File: config.mk
export PLATFORM = sky130hd
export DESIGN_NAME = i2s_adc_receiver
export DESIGN_NICKNAME = d
export VERILOG_FILES = /design/src/rtl/i2s_adc_receiver.sv
export SDC_FILE = /design/constraint.sdc
export NUM_CORES = 1
export LEC_CHECK = 0
export ABC_CLOCK_PERIOD_IN_PS = 1700
export BUFFER_PORTS_ARGS = -buffer_cell sky130_fd_sc_hd__buf_2
export CAP_MARGIN = 15
export CORE_ASPECT_RATIO = 0.7
export CORE_MARGIN = 2
export CORE_UTILIZATION = 50
export CTS_CLUSTER_DIAMETER = 150
export CTS_CLUSTER_SIZE = 24
export DETAILED_ROUTE_END_ITERATION = 8
export GPL_TIMING_DRIVEN = 0
export PLACE_DENSITY = 0.82
export RECOVER_POWER = 50
export SLEW_MARGIN = 15
export SYNTH_ARGS = -nofsm -noshare
export SYNTH_HDL_FRONTEND = slang
export SYNTH_SLANG_ARGS = --single-unit
File: constraint.sdc
create_clock -name MasterCLK -period 1.7 [get_ports MasterCLK]
set_clock_uncertainty 0.2 [all_clocks]
set_input_delay 0.255 -clock MasterCLK [delete_from_list [all_inputs] [get_ports MasterCLK]]
set_output_delay 0.255 -clock MasterCLK [all_outputs]
set_load 0.01 [all_outputs]
File: src/rtl/i2s_adc_receiver.sv
`timescale 1ns/1ps
// I2S slave receiver: oversamples BCLK/WS/DATA on MasterCLK and
// presents each stereo frame as a left/right pair with valid/ready.
module i2s_adc_receiver #(
  parameter int SAMPLE_WIDTH = 16,
  parameter int SYNC_STAGES  = 2
) (
  input  logic                    MasterCLK,
  input  logic                    Reset,
  input  logic                    I2S_BCLK,
  input  logic                    I2S_WS,
  input  logic                    I2S_DATA,
  output logic [SAMPLE_WIDTH-1:0] LeftSample,
  output logic [SAMPLE_WIDTH-1:0] RightSample,
  output logic                    SampleValid,
  input  logic                    SampleReady,
  output logic                    Overrun,
  output logic                    Locked
);

  localparam int CW = $clog2(SAMPLE_WIDTH + 1);
  localparam logic [CW-1:0] CNT_MAX = CW'(SAMPLE_WIDTH);
  localparam logic [SAMPLE_WIDTH-1:0] MSB =
    SAMPLE_WIDTH'(1) << (SAMPLE_WIDTH - 1);

  localparam logic [1:0] SYNC  = 2'd0;
  localparam logic [1:0] LEFT  = 2'd1;
  localparam logic [1:0] RIGHT = 2'd2;

  logic [SYNC_STAGES-1:0] bclk_sync;
  logic [SYNC_STAGES-1:0] ws_sync;
  logic [SYNC_STAGES-1:0] sd_sync;
  logic                   bclk_prev;

  logic bclk_s;
  logic ws_s;
  logic sd_s;
  logic rise;

  logic [1:0]              state;
  logic                    ws_prev;
  logic [CW-1:0]           cnt;
  logic [SAMPLE_WIDTH-1:0] shift;
  logic [SAMPLE_WIDTH-1:0] left_word;
  logic [SAMPLE_WIDTH-1:0] right_word;
  logic                    frame_done;

  logic [SAMPLE_WIDTH-1:0] bit_mask;
  logic [SAMPLE_WIDTH-1:0] word_next;
  logic                    word_end;
  logic                    load;

  always_ff @(posedge MasterCLK) begin
    if (Reset) begin
      bclk_sync <= '0;
      ws_sync   <= '0;
      sd_sync   <= '0;
      bclk_prev <= 1'b0;
    end else begin
      bclk_sync <= {bclk_sync[SYNC_STAGES-2:0], I2S_BCLK};
      ws_sync   <= {ws_sync[SYNC_STAGES-2:0], I2S_WS};
      sd_sync   <= {sd_sync[SYNC_STAGES-2:0], I2S_DATA};
      bclk_prev <= bclk_s;
    end
  end

  assign bclk_s = bclk_sync[SYNC_STAGES-1];
  assign ws_s   = ws_sync[SYNC_STAGES-1];
  assign sd_s   = sd_sync[SYNC_STAGES-1];
  assign rise   = bclk_s & ~bclk_prev;

  // Mask is zero once the counter saturates, so extra bits drop out.
  assign bit_mask  = MSB >> cnt;
  assign word_next = shift | (sd_s ? bit_mask : '0);
  assign word_end  = ws_s != ws_prev;

  always_ff @(posedge MasterCLK) begin
    if (Reset) begin
      state      <= SYNC;
      ws_prev    <= 1'b0;
      cnt        <= '0;
      shift      <= '0;
      left_word  <= '0;
      right_word <= '0;
      frame_done <= 1'b0;
    end else begin
      frame_done <= 1'b0;
      if (rise) begin
        ws_prev <= ws_s;
        if (word_end || state == SYNC) begin
          cnt   <= '0;
          shift <= '0;
        end else begin
          shift <= word_next;
          if (cnt != CNT_MAX) cnt <= cnt + 1'b1;
        end
        case (state)
          SYNC: begin
            if (ws_prev && !ws_s) state <= LEFT;
          end
          LEFT: begin
            if (word_end) begin
              left_word <= word_next;
              state     <= RIGHT;
            end
          end
          RIGHT: begin
            if (word_end) begin
              right_word <= word_next;
              frame_done <= 1'b1;
              state      <= LEFT;
            end
          end
          default: state <= SYNC;
        endcase
      end
    end
  end

  assign load   = frame_done & (~SampleValid | SampleReady);
  assign Locked = state != SYNC;

  always_ff @(posedge MasterCLK) begin
    if (Reset) begin
      LeftSample  <= '0;
      RightSample <= '0;
      SampleValid <= 1'b0;
      Overrun     <= 1'b0;
    end else if (load) begin
      LeftSample  <= left_word;
      RightSample <= right_word;
      SampleValid <= 1'b1;
    end else begin
      if (frame_done) Overrun <= 1'b1;
      if (SampleValid && SampleReady) SampleValid <= 1'b0;
    end
  end

endmodule
* After elaboration in Yosys (flattened, before gate mapping)
Index checks and enable logic that the tools add are counted.
Operators by class: $add $sub $neg 1, muxes and demuxes 11, shift-type cells 1, bitwise logic cells 9, reduce and logical (&&, ||, !) cells 14, eq/ne operators 7
Operator list (count):
- 16-bit 2-to-1 mux | 2
- 16-bit bitwise OR | 1
- 16-bit by 5-bit >> shifter with 16-bit output (first input constant) | 1
- 5-bit 2-to-1 mux | 2
- 2-bit 2-to-1 mux | 3
- 2-bit case mux with 3 select lines | 1
- 3-bit AND reduction | 2
- 2-bit nonzero test | 3
- 5-bit by 1-bit adder with 5-bit output (second input constant) | 1
- 5-bit inequality test (second input constant) | 1
- 1-bit NOT | 5
- 2-bit inequality test (second input constant) | 2
- 2-bit AND reduction | 2
- 4-bit AND reduction | 1
- 1-bit 2-to-1 mux | 3
- 3-bit OR reduction | 1
- 1-bit bitwise AND | 2
- 2-bit by 1-bit equality test with 1-bit output (second input constant) | 1
- 2-bit equality test (second input constant) | 1
- 1-bit logical AND | 2
- 2-bit zero test | 1
- 2-bit by 1-bit inequality test with 1-bit output (second input constant) | 1
- 1-bit zero test | 1
- 1-bit logical OR | 1
- 2 further kinds | 2
Storage, ports and cells: bits of input ports 6, output and inout bits 35, logic and storage cells 58, register bits 98

* Longest topological paths before layout
Gate-level depths: netlist of run 1.
depth after elaboration 5, gate-level depth with buffers 7, gate-level depth less buffers 5

* Worst setup path after synthesis of run 1
Ideal clock, no wire load.
path kind flip-flop to flip-flop, start point register ws_sync[1], end point register left_word[6], path buffers 2, setup slack -0.209 ns, cell stages (with the launch flop) 8, arrival 1.562 ns, data required time 1.354 ns, clock period less this slack 1.909 ns, library setup time 0.146 ns, cells stage by stage dfxtp_1 > inv_1 > ha_1 > nor3b_4 > and2_1 > buf_6 > buf_8 > a211oi_2
Between the ends: longest elaborated chain between the ends 2
RTL lines:
- from (decl) | RTL line 31 | logic [SYNC_STAGES-1:0] ws_sync;
- from (signal assigned) | RTL line 61 | ws_sync <= {ws_sync[SYNC_STAGES-2:0], I2S_WS};
- 1-bit inequality test | RTL line 75 | assign word_end = ws_s != ws_prev;
- 3-bit AND reduction (no line)
- to (signal assigned) | RTL line 103 | left_word <= word_next;
- to (decl) | RTL line 44 | logic [SAMPLE_WIDTH-1:0] left_word;
No other way between the ends. A chain may end at the register's enable or synchronous reset.

* Final worst setup path of run 1
start point register ws_sync[1], end point register left_word[15]
Same word-level chain as after synthesis.

==> impl_results.md, run 1 <==
* Status: finished with violations
* Failing checks: negative setup slack
* Worst r2r src: ws_sync[1]
* Worst r2r dst: left_word[15]
* Top FF cell, synth: dfxtp_1
* Most frequent cells in the layout: dfxtp_1 (89), a21oi_1 (67), clkbuf_1 (50), nand3_1 (34), o21ai_0 (33)
* VDD IR max at between 0.0007 and 0.0008 V
* Syn nets at 438
* Period utilization at 1.058
* Final ANT Viol Nets at 0
* Peak per-stage delay on the critical path at around 0.33 ns
* Compound-Gate Fraction of Synth Area at 0.2716
* HPWL after DPL at between 7000 and 8000 um
* Grt total ovfl at 0
* Num CTS Buffers at 9
* DR top layer: met4
* Post-synthesis cell type count at 38
* Syn Inst Count at between 400 and 500
* Register Area at 0.001978 sq mm
* Post-synth EDFFs at 0
* Global-route wire length before repair at approximately 17000 um
* Crit Path Category: flop to flop
* M1 WL at between 4000 and 5000 um
* CP Capture Type: flop
* Hold Violations, Final at 0
* Asr flop ratio synth at 0
* Sequential area share after synthesis at 0.4934
* Final core occ at 0.6572
* Commonest non-fill, non-tap cell in the layout: dfxtp_1
* Worst hold path startpoint: Reset
* Routed length per instance at 19.20 um
* Worst R2R Setup Slack at -0.1 ns
* Hold worst-path end: cnt[0]
* Met2 WL post-DR at about 5400 um
* Clock buffer depth at 2
* I/O pin count at 41
* Die area at a little under 0.009 sq mm
* Total power at about 0.0046 W
* Via density at approximately 6
* CORE AREA at just under 0.008 sq mm
* RSZ-0062 raised after global routing: yes
* Initial cell density of the core at 0.5095
* DRC at 0
* Worst slew pin tran at roughly 0.85 ns
* Clock root cell: clkbuf_16
* Clk_lat worst skew at between 0.3 and 0.4 ns
* Worst r2r path cells at 7
* Synthesized cell area at 0.003976 sq mm
* Setup WS post-layout at -0.09911 ns
* Adder-Cell Fraction of Synth Area at 0.02203
* N_diodes at 0
* Die W at about 110 um
* GPL Wtd Cong at between 0.8 and 0.9
* Slew Limit Headroom at 0.4346
* Routed wl met3 at roughly 1200 um
* Largest net degree at the start of global routing at 15
* Critical path's top delay family: buffers and inverters
* H-tree levels at 3
* Post-Synth Simple-Gate Area at 0.1495
* Area grow syn2layout at 28.98%
* Number of synthesis warnings at 0
* TritonCTS clock tree: done
* WHS Path Cells at 3
* Reg clk slew, reported paths at around 0.070 ns
* Site Rows at 27
* Clock Sink Count at between 90 and 100
* Pre-antenna DRT Iters at 5
* Req. time, crit path at 1.75 ns
* Synth Register Bits at just under 100
* DR vias at 3675
* CP Cell Sequence: inv_2 > ha_4 > nor3b_4 > buf_6 > clkbuf_16 > a21oi_1 > a211oi_2
* Die height at 78.61 um
* CP arrival at 1.85 ns
* Nets at a little over 500
* Worst path bufs/invs at 3
* Crit path launch type: flop
* Final hold slack at 0.06648 ns
* Max Slew Vio Count at 0
* Overall Global Routing Usage at 0.2509
* Xor/xnor cell area share of the yosys netlist at 0
* Initial antenna violation count at 0
* Multiplexer share of the synthesized area at 0
* DR iter-0 viols at around 400
* Static Leak at 1.692 nW
* Final TNS setup at -1.348 ns
* Share of layout cells above drive strength 1 at 0.2814
* Largest family of logic cells by synthesized area: compound AO/OA/AOI/OAI gates
* Vias in the first global route at between 3000 and 4000
* Worst min path class: input port to flop
* Average size of a mapped cell at about 9.4 sq um
* Max cap viols at 0
* PD cells at between 800 and 900 mW/mm^2
* Maximum clock rate at approximately 560 MHz
* Number of fill cells at around 620
* Worst Path Max Fanout at 5
* IO Port Bufs at 40
* Area of the multi-input gates at between 0.0015 and 0.002 sq mm
* Min cycle time layout at around 1.8 ns
* Endpoints failing setup at 31
* Worst path slowest cell: dfxtp_2
* WL final at about 12000 um
[synth_stat cells, types with 4 or more instances]
cell type	n	area (sq um)
dfxtp_1	98	1962
a21oi_1	79	395.4
nand3_1	34	170.2
o21ai_0	33	165.2
clkbuf_1	22	82.58
a211oi_2	21	262.8
nor2_1	18	67.56
a31oi_1	16	100.1
nor2b_1	16	100.1
a211oi_1	11	82.58
buf_2	9	45.04
nand2_1	9	33.78
ha_1	7	87.58
nor3_1	6	30.03
inv_1	5	18.77
a41oi_1	4	35.03
buf_6	4	45.04
[cell families after synthesis]
group / count (synthesis)
AND/OR/NAND/NOR: 105
AO/OA/AOI/OAI: 169
buffers and inverters: 46
flip-flops: 98
adder cells (fa/ha/maj): 7
[state kept, by name, indices dropped and copies added (netlist names), 5 cells and up]
register,count
cnt,5
left_word,16
right_word,16
LeftSample,16
RightSample,16
shift,16
[through the flow]
| stage | std cells | worst slack, ns | instance area, sq um |
|---|---|---|---|
| finish | 602 | -0.09911 | 5129 |
| global route | 602 | -0.1359 | 5129 |
| CTS | 592 | -0.09720 | 4878 |
| detailed placement | 566 | -0.2556 | 4327 |
| global placement | 566 | -0.2214 | 4327 |
| floorplan | 425 | -0.02019 | 4000 |
[worst reg2reg max path, delay by kind of cell, from the launching register on]
kind	cells	cell delay (ns)
compound gates	2	0.33
simple gates	1	0.23
fa+ha+maj	1	0.23
flops	1	0.33
buf+inv	3	0.38
[what timing repair did]
action                     4_1_cts  5_1_grt
hold buffers                     3        0
gates resized for setup         35       51
setup endpoints to repair       59       81
setup buffers                    8        9
gates cloned                     2        3
pin swaps                       15       16
hold endpoints to repair         3        0
[area by class of cell]
cell class,count,area share
multi-input combinational,281,0.3877
sequential,98,0.3857
timing repair buffer,65,0.08758
buffer,38,0.05074
clock buffer,11,0.04733
tap,101,0.02464
clock inverter,3,0.01269
inverter,5,0.003659
[per-layer routing]
metal  GRT usage  vias up
met1      0.3240     1747
met3     0.08263       35
li1            -     1693
met4     0.07500        0
met2      0.4037      200
met5           0        -
[worst max-delay path by stage]
| stage | startpoint | end | slack, ns | cells past startpoint |
|---|---|---|---|---|
| after floorplan | ws_sync[1] | left_word[10] | -0.02 | 7 |
| after global placement | ws_sync[1] | left_word[13] | -0.22 | 7 |
| after detailed placement | ws_sync[1] | left_word[15] | -0.26 | 7 |
| after CTS | ws_sync[1] | left_word[12] | -0.1 | 8 |
| after global routing | ws_sync[1] | left_word[15] | -0.14 | 7 |
| final | ws_sync[1] | left_word[15] | -0.1 | 7 |
[report_power, final]
group          internal (W)  leakage [nW]  switching [W]
registers           0.00230         0.795     0.00000762
logic             0.0000527         0.745      0.0000956
clock network       0.00131         0.151       0.000839
total               0.00366          1.69       0.000942
(Power assumes the default switching activity.)
==> run 2, diff against run 1 <==
CELL_PAD_IN_SITES_DETAIL_PLACEMENT = 1   (was unset)
CELL_PAD_IN_SITES_GLOBAL_PLACEMENT = 2   (was unset)
CORE_UTILIZATION = 33   (was 50)
PLACE_DENSITY = 0.85   (was 0.82)
==> run 2 against run 1 <==
  * The run still ends with negative setup slack left
  * Die area grew 49%
  * Register-to-register slack gained 0.03 ns
  * Combinational power rose by 6%
  * Sequential power hardly changed
  * Hold slack worse by 0.019 ns
  * Worst setup slack gained 0.026 ns
  * Cell count is 8.8% higher
  * Count of clock-buffer cells in the layout stayed put
  * Non-clock buffer count down 5
  * First-iteration DRC count is 54% lower
  * Largest power group unchanged
  * Highest routed layer unchanged
==> impl_results.md, run 2 (synthesis gave the netlist of run 1 again) <==
* Status: finished with violations
* Failing checks: negative setup slack
* Crit path launch type: flop
* Num CTS Buffers at 9
* VDD IR max at ~0.0005 V
* Reg clk slew, reported paths at 0.07 ns
* WL final at 12670 um
* Pre-antenna DRT Iters at 4
* CP arrival at about 1.8 ns
* Dpl ws at -0.3046 ns
* Worst slew pin tran at 0.7373 ns
* H-tree levels at 3
* Site Rows at 33
* Total power at 0.004750 W
* Combinational share of power at 0.033
* GPL Wtd Cong at ~0.79
* Clock Sink Count at 98
* P_int at 0.003734 W
* Worst path bufs/invs at 3
* Routed length per instance at about 19 um
* Setup WS post-layout at -0.07279 ns
* Overall Global Routing Usage at 0.1987
* Worst Path Max Fanout at 6
* Clk_lat worst skew at approximately 0.34 ns
* Die height at about 96 um
* Number of fill cells at ~1300
* Slew Limit Headroom at 0.5085
* CP dominant cell by count: buf_6
* Worst path slowest cell: dfxtp_2
* Critical path's top delay family: simple AND/OR/NAND/NOR gates
* Crit Path Category: flop to flop
* Final ANT Viol Nets at 0
* HPWL after DPL at 8317 um
* Commonest non-fill, non-tap cell in the layout: dfxtp_1
* Clock buffer depth at 2
* Area grow syn2layout at 35.53%
* Sw frac at 0.2138
* DR iter-0 viols at roughly 180
* Clock root cell: clkbuf_16
* Global-route wire length before repair at roughly 20000 um
* Grt total ovfl at 0
* Min cycle time layout at 1.773 ns
* Maximum clock rate at between 500 and 600 MHz
* Die W at between 100 and 150 um
* Initial antenna violation count at 0
* RSZ-0062 raised after global routing: yes
* Hold Violations, Final at 0
* Die area at about 0.013 sq mm
* CORE AREA at 0.01173 sq mm
* Peak per-stage delay on the critical path at 0.33 ns
* IO Port Bufs at 40
* Share of layout cells above drive strength 1 at 0.3333
* Sequential share of power at 0.486
* Static Leak at around 1.7 nW
* Period utilization at 1.043
* N_diodes at 0
* Initial cell density of the core at 0.3391
* Max cap viols at 0
* Via density at approximately 5.4
* Worst min path class: input port to flop
* P_sw at just over 0.001 W
* CP Capture Type: flop
* DR vias at 3524
* PD cells at 881.4 mW/mm^2
* TritonCTS clock tree: done
* CP Cell Sequence: inv_2 > ha_4 > nor3b_4 > buf_6 > and2_4 > buf_6 > a211oi_1
* Most frequent cells in the layout: dfxtp_1 (88), a21oi_1 (54), clkbuf_1 (49), nand3_1 (34), o21ai_0 (33)
* Clock network fraction of total power at 0.481
* Vias in the first global route at ~3600
* Largest net degree at the start of global routing at 17
* Nets at approximately 510
* Max Slew Vio Count at 0
* DRC at 0
* Req. time, crit path at around 1.7 ns
* I/O pin count at slightly above 40
* Endpoints failing setup at 34
==> run 2: cell types whose count changed in the layout (fill, tap and decap cells not counted), moves of 4 or more <==
cell      change
a21oi_2       +9
buf_6         +7
a211oi_2      +4
a21oi_4       +4
buf_4         -7
a21oi_1      -13
a211oi_1      -7
clkbuf_4      -4
==> run 2: final timing paths <==
check | start | to | slack (ns) | depth (start not counted)
max reg2reg | ws_sync[1] | left_word[4] | -0.07 | 7
max | ws_sync[1] | left_word[4] | -0.07 | 7
min | Reset | cnt[0] | 0.05 | 3
min reg2reg | sd_sync[0] | sd_sync[1] | 0.24 | 1
==> run 2: routing by layer <==
metal  global-route usage  part of all wire  vias to the layer above
li1                     -                 -                     1688
met1               0.2765              0.49                     1773
met2               0.3215              0.47                       57
met3              0.04423             0.034                        6
met4              0.03559            0.0041                        0
met5                    0                 0                        -
==> run 2: worst register-to-register path: cells and delay by family (launching register included) <==
family	cells	cell delay, ns
AOI/OAI and AO/OA	1	0.08
and+or+nand+nor	2	0.42
DFF	1	0.33
buffers and inverters	3	0.35
adders and majority gates	1	0.25
==> run 2: repair_timing <==
action                                  CTS  global route
resized for setup                        68            76
hold buffers                              3             0
endpoints found under the setup margin   63            83
endpoints found under the hold margin     3             0
pin swaps                                10            31
cloned                                    4             0
setup buffers                            12             6
==> run 2: layout make-up <==
cell class                      count  area (sq um)  share of cell area
Multi-Input combinational cell    281          2190              0.4063
Buffer                             36         219.0             0.04063
Timing Repair Buffer               62         442.9             0.08219
Sequential cell                    98          1979              0.3673
Inverter                            5         23.77            0.004411
Clock inverter                      5         85.08             0.01579
Clock buffer                       11         252.7             0.04690
Tap cell                          157         196.4             0.03645
==> run 2: power groups by stage <==
stage | clock [W] | combinational (W) | sequential, W
after global placement | 0 | 0.000117 | 0.00236
after detailed placement | 0 | 0.000120 | 0.00236
after global routing | 0.00243 | 0.000171 | 0.00231
after CTS | 0.00230 | 0.000142 | 0.00231
after floorplan | 0 | 0.0000801 | 0.00236
final | 0.00228 | 0.000157 | 0.00231
==> run 2: stage by stage <==
step	std cells	TNS, ns	hold slack (ns)	util	instance area (sq um)
after CTS	656	-1.869	0.04804	0.4434	5200
final	655	-1.619	0.04754	0.4596	5389
after floorplan	425	-0.3088	0.1832	-	4000
after detailed placement	622	-12.39	0.2263	0.3749	4397
after global routing	655	-4.163	0.06442	0.4596	5389
after global placement	622	-9.832	0.2207	0.3749	4397
